==> src/rtl/i2c_reg_access.sv <==
// i2c_reg_access: sequences register reads/writes onto a byte-level I2C master.
// Define I2C_REG_RETRY_EN to retry address NACKs up to RETRY_LIMIT extra times.
module i2c_reg_access #(
  parameter int DEV_ADDR_BITS  = 7,
  parameter int TIMEOUT_CYCLES = 4095,
  parameter int RETRY_LIMIT    = 2
) (
  input  logic                     clk,
  input  logic                     resetN,
  input  logic                     reqValid,
  output logic                     reqReady,
  input  logic                     reqRead,
  input  logic [DEV_ADDR_BITS-1:0] reqDev,
  input  logic [7:0]               reqReg,
  input  logic [7:0]               reqWrData,
  output logic                     rspValid,
  output logic [7:0]               rspData,
  output logic [1:0]               rspStatus,
  output logic                     mStart,
  output logic                     mStop,
  output logic                     mReadNWrite,
  output logic [9:0]               mDIn,
  output logic                     mSendAck,
  input  logic                     mBusy,
  input  logic                     mRecvAck,
  input  logic                     mDOutStrobe,
  input  logic [7:0]               mDOut
);
  typedef enum logic [2:0] {IDLE, ADDR, REG, WDATA, RESTART, RDATA, STOP, DONE} state_t;
  typedef enum logic [1:0] {ISSUE, WAIT_HI, WAIT_LO} phase_t;
  state_t st, nst;
  phase_t ph;
  logic [11:0] wd, wd_inc;
  logic [1:0] nstat;
  logic rd, act, fin, tmo, retry, rpend;
  logic [DEV_ADDR_BITS-1:0] dev;
  logic [7:0] rg, wdat;
`ifdef I2C_REG_RETRY_EN
  logic [7:0] rc;
`endif
  assign mSendAck = 1'b0;
  always_comb begin
    act = st != IDLE && st != DONE;
    fin = act && ph == WAIT_LO && !mBusy;
    wd_inc = wd + 12'd1;
    tmo = act && ph != ISSUE && !fin && wd_inc == 12'(TIMEOUT_CYCLES);
    retry = 1'b0;
    nst = st;
    nstat = rspStatus;
    case (st)
      IDLE: nst = reqValid ? ADDR : IDLE;
      ADDR: if (fin) begin
`ifdef I2C_REG_RETRY_EN
        retry = !mRecvAck && rc < 8'(RETRY_LIMIT);
`endif
        nst = mRecvAck ? REG : STOP;
        nstat = mRecvAck || retry ? rspStatus : 2'b01;
      end
      REG: if (fin) begin
        nst = !mRecvAck ? STOP : rd ? RESTART : WDATA;
        nstat = mRecvAck ? rspStatus : 2'b10;
      end
      WDATA: if (fin) begin
        nst = STOP;
        nstat = mRecvAck ? rspStatus : 2'b10;
      end
      RESTART: if (fin) begin
        nst = mRecvAck ? RDATA : STOP;
        nstat = mRecvAck ? rspStatus : 2'b01;
      end
      RDATA: if (fin) nst = STOP;
      STOP: if (fin) nst = rpend ? ADDR : DONE;
      default: nst = IDLE;
    endcase
    if (tmo) begin
      nst = DONE;
      nstat = 2'b11;
    end
  end
  always_ff @(posedge clk or negedge resetN)
    if (!resetN) begin
      st <= IDLE;
      ph <= ISSUE;
      wd <= '0;
      rd <= 1'b0;
      dev <= '0;
      rg <= '0;
      wdat <= '0;
      reqReady <= 1'b1;
      rspValid <= 1'b0;
      rspData <= '0;
      rspStatus <= '0;
      mStart <= 1'b0;
      mStop <= 1'b0;
      mReadNWrite <= 1'b0;
      mDIn <= '0;
    end else begin
      st <= nst;
      rspStatus <= nstat;
      rspValid <= nst == DONE;
      reqReady <= nst == IDLE;
      mStart <= 1'b0;
      mStop <= 1'b0;
      wd <= act && ph != ISSUE ? wd_inc : 12'd0;
      if (nst != st) ph <= ISSUE;
      else if (act) ph <= ph == ISSUE ? WAIT_HI : ph == WAIT_HI && mBusy ? WAIT_LO : ph;
      if (st == IDLE && reqValid) begin
        rd <= reqRead;
        dev <= reqDev;
        rg <= reqReg;
        wdat <= reqWrData;
        rspData <= 8'd0;
        rspStatus <= 2'b00;
      end
      if (st == RDATA && mDOutStrobe) rspData <= mDOut;
      // Command outputs are loaded on entry so they are valid throughout ISSUE.
      if (nst != st && nst != IDLE && nst != DONE) begin
        mStart <= nst == ADDR || nst == RESTART;
        mStop <= nst == STOP;
        mReadNWrite <= nst == RESTART || nst == RDATA;
        mDIn <= nst == ADDR || nst == RESTART ? 10'(st == IDLE ? reqDev : dev) :
                nst == REG ? {2'b00, rg} : nst == WDATA ? {2'b00, wdat} : 10'd0;
      end
    end
`ifdef I2C_REG_RETRY_EN
  always_ff @(posedge clk or negedge resetN)
    if (!resetN) begin
      rc <= '0;
      rpend <= 1'b0;
    end else if (st == IDLE) begin
      rc <= '0;
      rpend <= 1'b0;
    end else if (retry) begin
      rc <= rc + 8'd1;
      rpend <= 1'b1;
    end else if (st == STOP && fin) rpend <= 1'b0;
`else
  assign rpend = 1'b0;
`endif
endmodule

==> config.mk <==
export PLATFORM = sky130hd
export DESIGN_NAME = i2c_reg_access
export DESIGN_NICKNAME = d
export VERILOG_FILES = /design/src/rtl/i2c_reg_access.sv
export SDC_FILE = /design/constraint.sdc
export NUM_CORES = 1
export LEC_CHECK = 0
export CORE_AREA = 5 5 83 85
export DETAILED_ROUTE_END_ITERATION = 6
export DIE_AREA = 0 0 88 90
export PLACE_DENSITY = 0.86
export RECOVER_POWER = 100
export SLEW_MARGIN = 10
export SYNTH_ARGS = -nofsm -noshare
export SYNTH_HDL_FRONTEND = slang
export SYNTH_SLANG_ARGS = --single-unit
==> constraint.sdc <==
create_clock -name clk -period 5.2 [get_ports clk]
set_input_delay 1.04 -clock clk [delete_from_list [all_inputs] [get_ports clk]]
set_output_delay 1.04 -clock clk [all_outputs]
set_load 0.02 [all_outputs]
Word level (Yosys, flattened, before mapping) --
Cells that the tools add are included.
Storage, ports and cells: flip-flop bits (word level) 66, output and inout bits 26, memories kept 0, ROM bits 0, latch bits 0, memory bits (writable) 0
Cells by class: bitwise logic cells 0, reduce and logical (&&, ||, !) cells 30, shifts and indexed selects 0, multiply operators 0, $add $sub $neg 1, magnitude comparators 0, divide/modulo/power cells 0, equality and inequality tests 23, mux-type cells 32
Operators with widths (number):
- 8-bit 2-to-1 mux | 5
- 3-bit 2-to-1 mux | 9
- 2-bit 2-to-1 mux | 11
- 3-bit == test, second input constant | 7
- 3-bit one-hot mux with 6 select lines | 1
- 12-bit by 1-bit adder with 12-bit output, second input constant | 1
- 12-bit == test, second input constant | 1
- 3-bit by 2-bit == test with 1-bit output, second input constant | 4
- 12-bit 2-to-1 mux | 1
- 1-bit logical AND | 11
- 3-bit nonzero test | 3
- 4-bit by 1-bit != test with 1-bit output, second input constant | 2
- 4-bit by 2-bit != test with 1-bit output, second input constant | 2
- 7-bit 2-to-1 mux | 1
- 3-bit by 1-bit == test with 1-bit output, second input constant | 2
- 3-bit logical NOT | 2
- 3-bit != test, second input constant | 2
- 2-bit nonzero test | 3
- 2-bit OR reduction | 3
- 5-bit AND reduction | 1
- 2-bit one-hot mux with 2 select lines | 1
- 4-bit nonzero test | 1
- 1-bit 2-to-1 mux | 3
- 3-bit != test | 1
- other kinds (6) | 8

Depth between registers and ports, before layout --
Gate-level depths: netlist of the first run.
depth after elaboration 12, depth in mapped cells 10

Least setup slack after synthesis of the first run --
No wires, ideal clock.
path kind input port to flip-flop, start point input port mBusy, end point register mReadNWrite, buffers on the path 2, arrival time 2705 ps, library setup time 125 ps, slack 2370 ps, cell stages on the path 8, cells stage by stage or3b_4 nand3_2 o311ai_2 or3_1 buf_4 and3_4 buf_6 mux2_4
On the way: cells in the longest elaborated chain, start to end 9, elaborated cells on any way between the ends 20
Ends and longest elaborated chain:
- start: declaration | line 24 | input logic mBusy,
- 1-bit logical NOT * | line 44 | fin = act && ph == WAIT_LO && !mBusy;
- 1-bit logical AND * | line 44
- parallel branches: the longest is 3 deep, another holds 3-bit one-hot mux with 6 select lines
- 3-bit 2-to-1 mux * | line 75 | if (tmo) begin
- 3-bit != test / 3-bit nonzero test (equally long branches) | line 117 | if (nst != st && nst != IDLE && nst != DONE) begin
- 1-bit logical AND (2 in series) | line 117
- end signal: assignment | line 95 | mReadNWrite <= 1'b0;
- end signal: assignment | line 120 | mReadNWrite <= nst == RESTART || nst == RDATA;
- end: declaration | line 21 | output logic mReadNWrite,
Mark *: on every way between the ends. A chain may end at the register's enable or synchronous reset.

Worst setup path in the final report of the first run --
start point input port mRecvAck, end point register mReadNWrite
On the way: cells in the longest elaborated chain, start to end 7, elaborated cells on any way between the ends 16
Ends and longest elaborated chain:
- start: declaration | line 25 | input logic mRecvAck,
- 2-bit 2-to-1 mux, or another cell as far along | line 68 | nst = mRecvAck ? RDATA : STOP;
- 3-bit 2-to-1 mux (on tied branches) | line 67, 52, 59
- 3-bit one-hot mux with 6 select lines * | line 50 | case (st)
- 3-bit 2-to-1 mux * | line 75
- 3-bit != test / 3-bit nonzero test (equally long branches) | line 117
- 1-bit logical AND (2 in series) | line 117
Every way passes the cells marked *; elsewhere a longest branch is shown, timed or not.

==> flow_summary.toml, run 1 <==
[sta]
tns_ps = 0
setup-violations-final = 0
worst_slew_pin_slew_ps = 938
worst_slack_ps = 982
hold_viol = 0
period_share = 0.811
drv_slew = 0
finalCriticalPeriod_ps = 4220
slew_headroom = 0.370
fin_skew_ps = 7.04
rsz0062_at_grt = "false"
fmaxAchievable_mhz = 237

[layout]
finalCoreUtilization = 0.649
nNetsFinal = 414
areaGrowthSynthToFinish_pct = 25.3
final_cell_mix = "63 x dfrtp_1, 61 x nand2_1, 35 x clkdlybuf4s50_1"
drive_gt1_frac = 0.132
fillCellCount = 483
regArea_um2 = 1600
layout.cells.non_filler = 456
final_common_cell = "dfrtp_1"
multi_input_area_um2 = 1450
antenna_cells = 0

[clocking]
clock_latency_ps = 350
cts_buffer_depth = 2
htree_levels = 3
post_cts_buffers = 0
cts_made_buffers = 9
cts_resized = 0
cts_tree = "built"
cts_sinks = 64
clk_pin_slew_ps = 60
clockRootBuffer = "clkbuf_8"
hold_buffers = 0

[drt]
wl_per_cell_um = 16.0
drt.antenna.violating_nets = 0
via_count = 2543
dr.pass1.iters = 4
drc = 0
viasPerCell = 5.58
drt_iter0_drc = 99
routed_wl_mm = 7.30

[yosys]
syn_area_per_cell_um2 = 10.0
syn_area_um2 = 3180
yosysSeqAreaShare = 0.504
synth_cell_types = 46
synth_edf_count = 0
synth_seq_cells = 64
synthFlopType = "dfrtp_1"
async_flop_share = 1.00
syn_inst = 317
ys_warn_count = 0

[die]
pin_count = 64
core_area_um2 = 6130
rows = 29
die_h_um = 90
dieArea_um2 = 7920
die_w_um = 88
start_util = 0.518

[setup_path]
r2r_start = "st[0]"
slowest_stage = "dlygate4sd3_1"
worstPathMaxFanout = 14
crit_type = "in2reg"
crit_required_ps = 5420
critPathLaunchType = "input pin"
path_cells = "dlygate4sd3_1 -> nor2b_1 -> a21oi_1 -> o311ai_2 -> clkbuf_1 -> or3_1 -> and3_1 -> mux2_1"
arrival_ps = 4440
startpoint = "mRecvAck"
critPathCaptureType = "flop"
cpPeakStageDelay_ps = 690

[placement]
port_buffers = 60
dp_slack_ps = 1300
hpwl_mm = 5.02
place.gp.congestion = 0.856
placed_cells = 440

[grt]
grt_max_degree = 65
grt_pass1_wl_mm = 12.2
grt-ovfl-total = 0
track_usage = 0.197
grt_pass1_vias = 2602
antenna_found_initial = 0

[flow_run]
drv_cap = 0

[run_status]
status = "finished, final reports clean"

[power_and_ir_drop]
p_leak_nw = 1.82
power_density_nw_per_um2 = 594
ir_drop_mv = 0.370

[hold_path]
hold_class = "reg2reg"
holdCritStartpoint = "mReadNWrite"
final timing paths:
kind | slack (ps) | end | cells past startpoint
setup reg to reg | 1480 | mReadNWrite | 7
max in group asynchronous | 3800 | rg[7] | 2
hold / removal | 480 | mReadNWrite | 1
min in group asynchronous | 860 | rspStatus[1] | 2
hold reg to reg | 480 | mReadNWrite | 1
setup / recovery | 980 | mReadNWrite | 8
metrics by stage:
step	hold WS, ps	power (mW)	area (um2)
after floorplan	474	1.64	3190
after global placement	479	1.92	3800
after detailed placement	491	1.97	3800
after CTS	507	2.42	4000
after global routing	505	2.54	3980
final	484	2.37	3980
routing by layer:
layer,global-route usage,vias to the layer above,routed length [um]
met5,0,-,0
met3,0.0658,8,465
met2,0.308,66,3660
met4,0.0614,0,86
li1,-,1221,-
met1,0.256,1248,3090
cell type report:
type                            count  share of cell area
Timing Repair Buffer               64               0.156
Tap cell                           77              0.0242
Clock buffer                       13              0.0399
Multi-Input combinational cell    231               0.363
Inverter                            4             0.00377
Sequential cell                    64               0.402
Clock inverter                      3              0.0101
flip-flops by register name, summed over array words and instances (netlist names):
| register | cells |
|---|---|
| wd | 12 |
| reqReady | 1 |
| rg | 8 |
| mStop | 1 |
| mStart | 1 |
| dev | 7 |
| rd | 1 |
| wdat | 8 |
| mReadNWrite | 1 |
| mDIn | 8 |
| rspValid | 1 |
| ph | 2 |
| rspStatus | 2 |
| rspData | 8 |
| st | 3 |
kinds of logic (layout without fill, tap and decap cells):
kind of cell             after synthesis  count (layout)  share of synthesized area
AO/OA/AOI/OAI                         49              49                      0.105
XOR/XNOR                              11              11                     0.0303
adder cells (fa/ha/maj)                2               2                    0.00787
buffers and inverters                 24              84                     0.0401
flip-flops                            64              64                      0.504
multiplexers                          33              33                      0.115
other                                  1               3                    0.00118
AND/OR/NAND/NOR                      133             133                      0.196
synth_stat cells (3+ instances only):
cell type,number,share of area
nand2b_1,3,0.0059
or3_1,3,0.0059
buf_4,7,0.017
nor3_1,7,0.011
nand4_1,4,0.0079
buf_2,3,0.0047
nor2_1,24,0.028
mux2i_1,7,0.022
xnor2_1,7,0.019
dfrtp_1,63,0.50
a31oi_1,14,0.028
o211ai_1,3,0.0071
clkbuf_1,9,0.011
nand3_1,17,0.027
xor2_1,4,0.011
mux2_2,25,0.089
a211o_1,7,0.019
a21oi_1,10,0.016
inv_1,4,0.0047
o21ai_0,6,0.0094
nand2_1,61,0.072
worst max-delay path: cells and delay by family:
kind	cells	cell delay, ps
buffers and inverters	2	1330
and+or+nand+nor	3	1060
AOI/OAI and AO/OA	2	660
muxes	1	350
where the power goes:
| part | internal (mW) | switching, mW |
|---|---|---|
| Sequential | 0.698 | 0.152 |
| Clock | 0.246 | 0.188 |
| Combinational | 0.478 | 0.604 |
(Power assumes the default switching activity.)
==> inputs of run 2 (changes only) <==
--- a/config.mk
+++ b/config.mk
@@ -5,10 +5,10 @@
 export SDC_FILE = /design/constraint.sdc
 export NUM_CORES = 1
 export LEC_CHECK = 0
-export CORE_AREA = 5 5 83 85
+export CORE_AREA = 5 5 90 92
 export DETAILED_ROUTE_END_ITERATION = 6
-export DIE_AREA = 0 0 88 90
-export PLACE_DENSITY = 0.86
+export DIE_AREA = 0 0 95 97
+export PLACE_DENSITY = 0.77
 export RECOVER_POWER = 100
 export SLEW_MARGIN = 10
 export SYNTH_ARGS = -nofsm -noshare
==> constraint.sdc (replaced) <==
create_clock -name clk -period 3.5 [get_ports clk]
set_input_delay 0.7 -clock clk [delete_from_list [all_inputs] [get_ports clk]]
set_output_delay 0.7 -clock clk [all_outputs]
set_load 0.02 [all_outputs]
==> flow_summary.toml, run 2 (synthesis results as in run 1) <==
[sta]
rsz0062_at_grt = "false"
tns_ps = 0
worst_slew_pin_slew_ps = 1570
setup-violations-final = 0
drv_slew = 30
hold_viol = 0
finalCriticalPeriod_ps = 2960
fmaxAchievable_mhz = 338
fin_skew_ps = 4.95
fin_hold_ws_ps = 494
period_share = 0.846
slew_headroom = -0.0464

[grt]
grt_pass1_vias = 2626
track_usage = 0.170
grt-ovfl-total = 0
grt_pass1_wl_mm = 12.2
antenna_found_initial = 0
grt_max_degree = 35

[drt]
routed_wl_mm = 7.24
viasPerCell = 5.27
via_count = 2551
drc = 0
drt.antenna.violating_nets = 0
wl_per_cell_um = 15.0
dr.pass1.iters = 4
drt_iter0_drc = 101

[die]
die_h_um = 97
core_area_um2 = 7140
rows = 31
pin_count = 64
start_util = 0.445
die_w_um = 95
dieArea_um2 = 9220

[layout]
fillCellCount = 665
antenna_cells = 0
regMostFlops = "wd"
drive_gt1_frac = 0.138
final_cell_mix = "63 x dfrtp_1, 61 x nand2_1, 36 x clkdlybuf4s50_1"
areaGrowthSynthToFinish_pct = 27.7
nNetsFinal = 420
largest_reg_flops = 12
final_common_cell = "dfrtp_1"

[setup_path]
critPathBufInv = 1
crit_required_ps = 3720
arrival_ps = 3180
cpPeakStageDelay_ps = 830
critPathLaunchType = "flop"
slowest_stage = "nor3_1"
worstPathMaxFanout = 20
path_cells = "nor3_1 -> nand2_1 -> o311ai_0 -> buf_4 -> nand3_1 -> and3_4 -> mux2_4"
crit_type = "reg2reg"
critPathCaptureType = "flop"
critical-path-top-delay-family = "simple AND/OR/NAND/NOR gates"

[power_and_ir_drop]
power_density_nw_per_um2 = 884
ir_drop_mv = 0.443
p_leak_nw = 1.84

[clocking]
cts_sinks = 64
htree_levels = 3
cts_tree = "built"
post_cts_buffers = 0
cts_resized = 0
clk_pin_slew_ps = 70
cts_made_buffers = 9
hold_buffers = 0
clock_latency_ps = 330
cts_buffer_depth = 2
clockRootBuffer = "clkbuf_8"

[placement]
hpwl_mm = 5.28
port_buffers = 60
place.gp.congestion = 0.838

[hold_path]
hold_class = "reg2reg"

[run_status]
status = "finished, violations left"
violations = "max-capacitance violations, max-slew violations"

[flow_run]
drv_cap = 1
## run 2: stage by stage
step	std cells	utilization	area [um2]	total power, mW	setup slack (ps)
after floorplan	319	-	3190	2.44	1010
after global placement	468	0.543	3870	2.91	525
after detailed placement	468	0.543	3870	2.97	472
after CTS	484	0.573	4090	3.68	789
after global routing	484	0.569	4060	3.85	313
final	484	0.569	4060	3.59	540
## run 2: power by group
group	leakage (nW)	switching, mW	internal, mW
combinational	0.929	0.887	0.752
clock	0.108	0.273	0.421
sequential	0.805	0.220	1.04
## run 2: cell type report
type	instances	area [um2]	share of cell area
Sequential cell	64	1600	0.395
Clock buffer	13	149	0.0367
Multi-Input combinational cell	231	1450	0.357
Timing Repair Buffer	70	656	0.161
Clock inverter	3	65.1	0.0160
Tap cell	99	124	0.0305
Inverter	4	15.0	0.00370
## run 2: worst paths after layout
path                                 start     endpoint  slack, ps  cells past startpoint
worst min register to register  rspData[1]   rspData[1]        490                      2
worst max register to register       st[0]  mReadNWrite        540                      7
max in group asynchronous           resetN        wd[9]       1120                      2
min in group asynchronous           resetN        rg[3]        750                      1
worst min-delay path            rspData[1]   rspData[1]        490                      2
worst max-delay path                 st[0]  mReadNWrite        540                      7
## run 2: layer usage
metal,global-route usage,routed length (um)
met1,0.217,3160
met2,0.262,3490
met3,0.0566,479
met4,0.0677,106
met5,0,0
## run 2: worst reg2reg max path, stage by stage, from the launching register on
cell and delay (ps):
dfrtp_1 510, nor3_1 830, nand2_1 270, o311ai_0 220
buf_4 360, nand3_1 140, and3_4 230, mux2_4 300
